===== config.mk =====
export PLATFORM = sky130hd
export DESIGN_NAME = sram_port_arbiter
export DESIGN_NICKNAME = d
export VERILOG_FILES = /design/src/rtl/mips_mem_pkg.sv /design/src/rtl/sram_port_arbiter_pick.sv /design/src/rtl/sram_port_arbiter.sv
export SDC_FILE = /design/constraint.sdc
export NUM_CORES = 1
export LEC_CHECK = 0
export ABC_AREA = 1
export ABC_CLOCK_PERIOD_IN_PS = 1600
export CORE_AREA = 2 2 106 108
export CTS_CLUSTER_DIAMETER = 150
export DETAILED_ROUTE_END_ITERATION = 6
export DIE_AREA = 0 0 108 110
export GPL_TIMING_DRIVEN = 0
export SETUP_SLACK_MARGIN = 0.2
export SLEW_MARGIN = 10
export SYNTH_ARGS = -nofsm -noshare
export SYNTH_HDL_FRONTEND = slang
export SYNTH_SLANG_ARGS = --single-unit

===== constraint.sdc =====
create_clock -name clk -period 1.6 [get_ports clk]
set_clock_uncertainty 0.2 [all_clocks]
set_input_delay 0.16 -clock clk [delete_from_list [all_inputs] [get_ports clk]]
set_output_delay 0.16 -clock clk [all_outputs]
set_load 0.02 [all_outputs]

===== src/rtl/mips_mem_pkg.sv =====
// Shared types for the IF/MEM SRAM port arbiter: FSM states, port owner and write-enable constants.
package mips_mem_pkg;

  typedef enum logic {IDLE = 1'b0, BUSY = 1'b1} arb_state_t;
  typedef enum logic {OWN_IF = 1'b0, OWN_MEM = 1'b1} owner_t;

  localparam logic [3:0] WEN_NONE = 4'b0000;
  localparam int unsigned CNT_W = 3;

endpackage


===== src/rtl/sram_port_arbiter_pick.sv =====
// Combinational winner select between IF and MEM for the shared SRAM port.
// ARB_RR_EN selects round-robin; otherwise MEM has fixed priority over IF.
module arb_pick
  import mips_mem_pkg::*;
(
  input  logic   if_req,
  input  logic   mem_req,
  input  owner_t last,
  input  logic   allow,
  output logic   gnt_if,
  output logic   gnt_mem
);

`ifdef ARB_RR_EN
  // On a tie the requester that did not win last time takes the port.
  always_comb begin
    gnt_if  = 1'b0;
    gnt_mem = 1'b0;
    if (allow) begin
      if (if_req && mem_req) begin
        if (last == OWN_IF) gnt_mem = 1'b1;
        else                gnt_if  = 1'b1;
      end else begin
        gnt_if  = if_req;
        gnt_mem = mem_req;
      end
    end
  end
`else
  always_comb begin
    gnt_if  = 1'b0;
    gnt_mem = 1'b0;
    if (allow) begin
      gnt_mem = mem_req;
      gnt_if  = if_req && !mem_req;
    end
  end

  logic unused_last;
  assign unused_last = (last == OWN_MEM);
`endif

endmodule


===== src/rtl/sram_port_arbiter.sv =====
// Shares one synchronous SRAM port between IF and MEM, tracks the outstanding read and routes its data.
// Build option: define ARB_RR_EN for round-robin arbitration (default is fixed MEM priority).
module sram_port_arbiter
  import mips_mem_pkg::*;
#(
  parameter int unsigned RD_LAT = 1,
  parameter int unsigned AW     = 32,
  parameter int unsigned DW     = 32
) (
  input  logic          clk,
  input  logic          rst,
  input  logic          if_req,
  input  logic [AW-1:0] if_addr,
  input  logic          if_flush,
  output logic          if_gnt,
  output logic          if_rvalid,
  output logic [DW-1:0] if_rdata,
  input  logic          mem_req,
  input  logic [AW-1:0] mem_addr,
  input  logic [3:0]    mem_wen,
  input  logic [DW-1:0] mem_wdata,
  output logic          mem_gnt,
  output logic          mem_rvalid,
  output logic [DW-1:0] mem_rdata,
  output logic          sram_en,
  output logic [AW-1:0] sram_addr,
  output logic [3:0]    sram_wen,
  output logic [DW-1:0] sram_wdata,
  input  logic [DW-1:0] sram_rdata
);

  arb_state_t       state;
  logic [CNT_W-1:0] cnt;
  owner_t           owner;
  logic             drop;
  owner_t           last;

  logic allow;
  logic done;
  logic mem_wr;
  logic rd_gnt;

  // Reset gating keeps every output low in the reset cycle.
  assign allow  = rst && ((state == IDLE) || (cnt == '0));
  assign done   = rst && (state == BUSY) && (cnt == '0);
  assign mem_wr = (mem_wen != WEN_NONE);
  assign rd_gnt = if_gnt || (mem_gnt && !mem_wr);

  arb_pick u_pick (
    .if_req  (if_req),
    .mem_req (mem_req),
    .last    (last),
    .allow   (allow),
    .gnt_if  (if_gnt),
    .gnt_mem (mem_gnt)
  );

  always_comb begin
    sram_en    = if_gnt || mem_gnt;
    sram_addr  = '0;
    sram_wen   = WEN_NONE;
    sram_wdata = '0;
    if (mem_gnt) begin
      sram_addr  = mem_addr;
      sram_wen   = mem_wen;
      sram_wdata = mem_wdata;
    end else if (if_gnt) begin
      sram_addr  = if_addr;
    end
  end

  // A flush in the completion cycle suppresses the stale fetch as well as a latched drop.
  assign if_rvalid  = done && (owner == OWN_IF) && !drop && !if_flush;
  assign mem_rvalid = done && (owner == OWN_MEM);
  assign if_rdata   = rst ? sram_rdata : '0;
  assign mem_rdata  = rst ? sram_rdata : '0;

  always_ff @(posedge clk) begin
    if (!rst) begin
      state <= IDLE;
      cnt   <= '0;
      owner <= OWN_IF;
      drop  <= 1'b0;
    end else if (rd_gnt) begin
      state <= BUSY;
      cnt   <= CNT_W'(RD_LAT - 1);
      owner <= mem_gnt ? OWN_MEM : OWN_IF;
      drop  <= 1'b0;
    end else if (state == BUSY) begin
      if (cnt != '0) begin
        cnt <= cnt - CNT_W'(1);
        if (if_flush && (owner == OWN_IF)) drop <= 1'b1;
      end else begin
        state <= IDLE;
      end
    end
  end

`ifdef ARB_RR_EN
  always_ff @(posedge clk) begin
    if (!rst)                   last <= OWN_IF;
    else if (if_gnt || mem_gnt) last <= mem_gnt ? OWN_MEM : OWN_IF;
  end
`else
  assign last = OWN_IF;
`endif

endmodule


==> metrics.csv <==
stage,metric,value,unit
status,status,"complete, but fails checks",
status,failing checks,negative setup slack,
finish,fin util,47.6,%
clock_network,Root Buffer,clkbuf_8,
placement,GPL Wtd Cong,0.821,
timing,Slew @ Worst Pin,195,ps
critical_path,master of the slowest instance on the critical path,dfxtp_2,
pwr,LEAKAGE,2.70,nW
critical_path,critical-path cell list,inv_2 -> ha_4 -> nand2_4 -> nand2_8 -> nand3_4 -> buf_12 -> buf_12 -> nor2_4 -> buf_6,
job,Max Cap Viol,0,
critical_path,crit-path leading delay family,buffers and inverters,
finish,Layout area overhead,205,%
synthesis,register area share after synthesis,7.19,%
timing,Slew Limit Headroom,86.9,%
detailed_routing,Initial DRC Count,67,
critical_path,worst setup path start,cnt[1],
finish,Ant. Diodes,0,
detailed_routing,antenna-violating nets left,0,
finish,fin area,0.00509,mm^2
timing,period utilization,121,%
floorplanning,die span in x,108,um
synthesis,syn_area_per_cell,5.11,um^2
critical_path,Crit. End Element,primary output,
placement,Port Buffer Count,272,
synthesis,Synth cell types,21,
critical_path,FF-to-FF Start,cnt[1],
timing,Min Hold Slack,141,ps
critical_path,kind of critical path,reg2out,
timing,fin crit period,1940,ps
clock_network,CTS Sinks,6,
critical_path,CP Data Required Time,1240,ps
critical_path,R2R Path End,drop,
finish,share of cells above drive strength 1,48.5,%
hold_path,Hold Path Stages,3,
critical_path,FF-to-FF setup slack,110,ps
finish,Final #Nets,759,
global_route,initial antenna violation count,0,
floorplanning,Die Y-Extent,110,um
floorplanning,die area,0.0119,mm^2
global_route,total track usage,14.7,%
hold_path,worst hold path startpoint,rst,
global_route,largest net degree at the start of global routing,11,
critical_path,CP Buf/Inv Count,4,
clock_network,Worst-path clk slew,40,ps
floorplanning,starting density of the core,15.6,%
pwr,PD cells,337,mW/mm^2
clock_network,Max Root-Sink Buffers,2,
placement,Final HPWL DP,7.83,mm
floorplanning,io pins,274,
critical_path,stages on the worst setup path,9,
pwr,Max VDD drop,0.238,mV
timing,Setup WS post-layout,-344,ps
clock_network,CTS tree,built,
detailed_routing,Routed Wire Length,9.46,mm
clock_network,clock insertion delay at the later pin of the skew report,230,ps
detailed_routing,Vias,2896,
detailed_routing,DRT Pass-1 Iters,4,
synthesis,Syn Std Cell Area,0.00167,mm^2
placement,DP Cell Count,739,
clock_network,CTS HTree Levels,1,
critical_path,startpoint types,register,
global_route,first-pass GRT wire length,13.9,mm
detailed_routing,DR WL/cell,12.5,um
global_route,global route overflow,0,
global_route,vias in the first global route,2867,
floorplanning,area of the core,0.0107,mm^2
critical_path,Critical Path Max Stage Delay,310,ps
critical_path,"Max FO, Critical Path",10,
timing,setup violators final,71,
timing,Final Hold Fails,0,
detailed_routing,Via density,3.82,
timing,"Slew Viols, Final",0,
synthesis,synthesized flop and latch total,6,
hold_path,Hold Crit Class,in2reg,
finish,Fill cells,1097,
timing,fmax,514,MHz
finish,fin cells,758,
floorplanning,# rows,38,
critical_path,CP arrival,1580,ps
synthesis,count of warnings emitted by yosys,0,
detailed_routing,Residual DRC,0,
critical_path,Crit path top cell by count,buf_12,
placement,Placed Instance Area,0.00485,mm^2
synthesis,Syn Inst Count,327,
critical_path,FF-to-FF path depth,8,
clock_network,Num CTS Buffers,3,
critical_path,Critical Path Sink,sram_wdata[12],
synthesis,Synth Net Count,466,
timing,RSZ-0062 raised after global routing,true,
through the flow:
step / power [mW] / TNS, ps / worst slack, ps
5_1_grt: 1.81 / -26960 / -425
6_report: 1.72 / -20740 / -344
2_1_floorplan: 0.718 / 0 / 26.1
3_5_place_dp: 1.44 / -67720 / -784
4_1_cts: 1.72 / -22340 / -362
3_3_place_gp: 1.43 / -64720 / -760
cells in the mapped netlist, drive strengths merged:
library cell  number  area share (%)
nand2            136              31
nand3              3             1.5
a41oi              1            0.52
nand4              2            0.75
ha                 2             1.5
dfxtp              6             7.2
clkbuf             2            0.45
buf               44              22
nor2              42              14
nor4               1            0.37
inv               81              18
o21ai              2            0.60
xor2               2             1.0
a21oi              3            0.90
tightest hold or removal path, delay by kind of cell:
family,cells,cell delay (ps)
compound gates,1,60
buf+inv,2,310
cell usage in the layout, fill, tap and decap left out, drive strengths merged:
cell and count:
clkdlybuf4s50 134, nor4 1, nand4 2, clkbuf 13, nand3 3, a41oi 1
buf 182, o21ai 2, inv 81, dlygate4sd2 1, clkdlybuf4s15 7, xor2 2
a21oi 3, nor2 42, nand2 136, ha 2, dfxtp 6
how the worst min path moves through the flow:
stage | slack [ps] | endpoint
6_report | 140 | state
3_3_place_gp | 280 | drop
2_1_floorplan | 170 | drop
5_1_grt | 180 | state
3_5_place_dp | 300 | drop
4_1_cts | 90 | state
where the power goes:
group	internal (mW)	switching, mW	total, mW	leakage (nW)
logic	0.726	0.603	1.33	2.63
registers	0.152	0.00194	0.154	0.0494
clock network	0.162	0.0716	0.234	0.0216
total	1.04	0.676	1.72	2.70
sequential cells by signal, summed over array words and instances (netlist names):
name   count
cnt        3
state      1
drop       1
owner      1
what timing repair did:
| action | 4_1_cts | 5_1_grt |
|---|---|---|
| cloned | 4 | 0 |
| setup endpoints to repair | 141 | 115 |
| pin swaps | 14 | 3 |
| hold buffers | 0 | 0 |
| gates resized for setup | 690 | 61 |
| buffers inserted | 10 | 2 |
area by class of cell:
cell class                 instances  area [um^2]  area share (%)
buffer                            46          422            8.28
clock buffer                       3         41.3           0.811
inverter                          81          317            6.22
multi-input combinational        194         1270            24.9
sequential                         6          123            2.41
tap                              140          175            3.44
timing repair buffer             288         2750            54.0
layer usage:
metal,track usage [%],share of wire (%)
met5,0,0
met4,3.30,2.0
met3,3.82,9.9
met2,30.5,55
met1,14.4,33
cell families (layout without fill, tap and decap cells):
group,count (synthesis),after routing,share of synthesized area [%]
fa+ha+maj,2,2,1.50
compound gates,6,6,2.02
xor+xnor,2,2,1.05
flops,6,6,7.19
buf+inv,127,418,40.2
simple gates,184,184,48.0
Power figures use the tool's default switching activity.
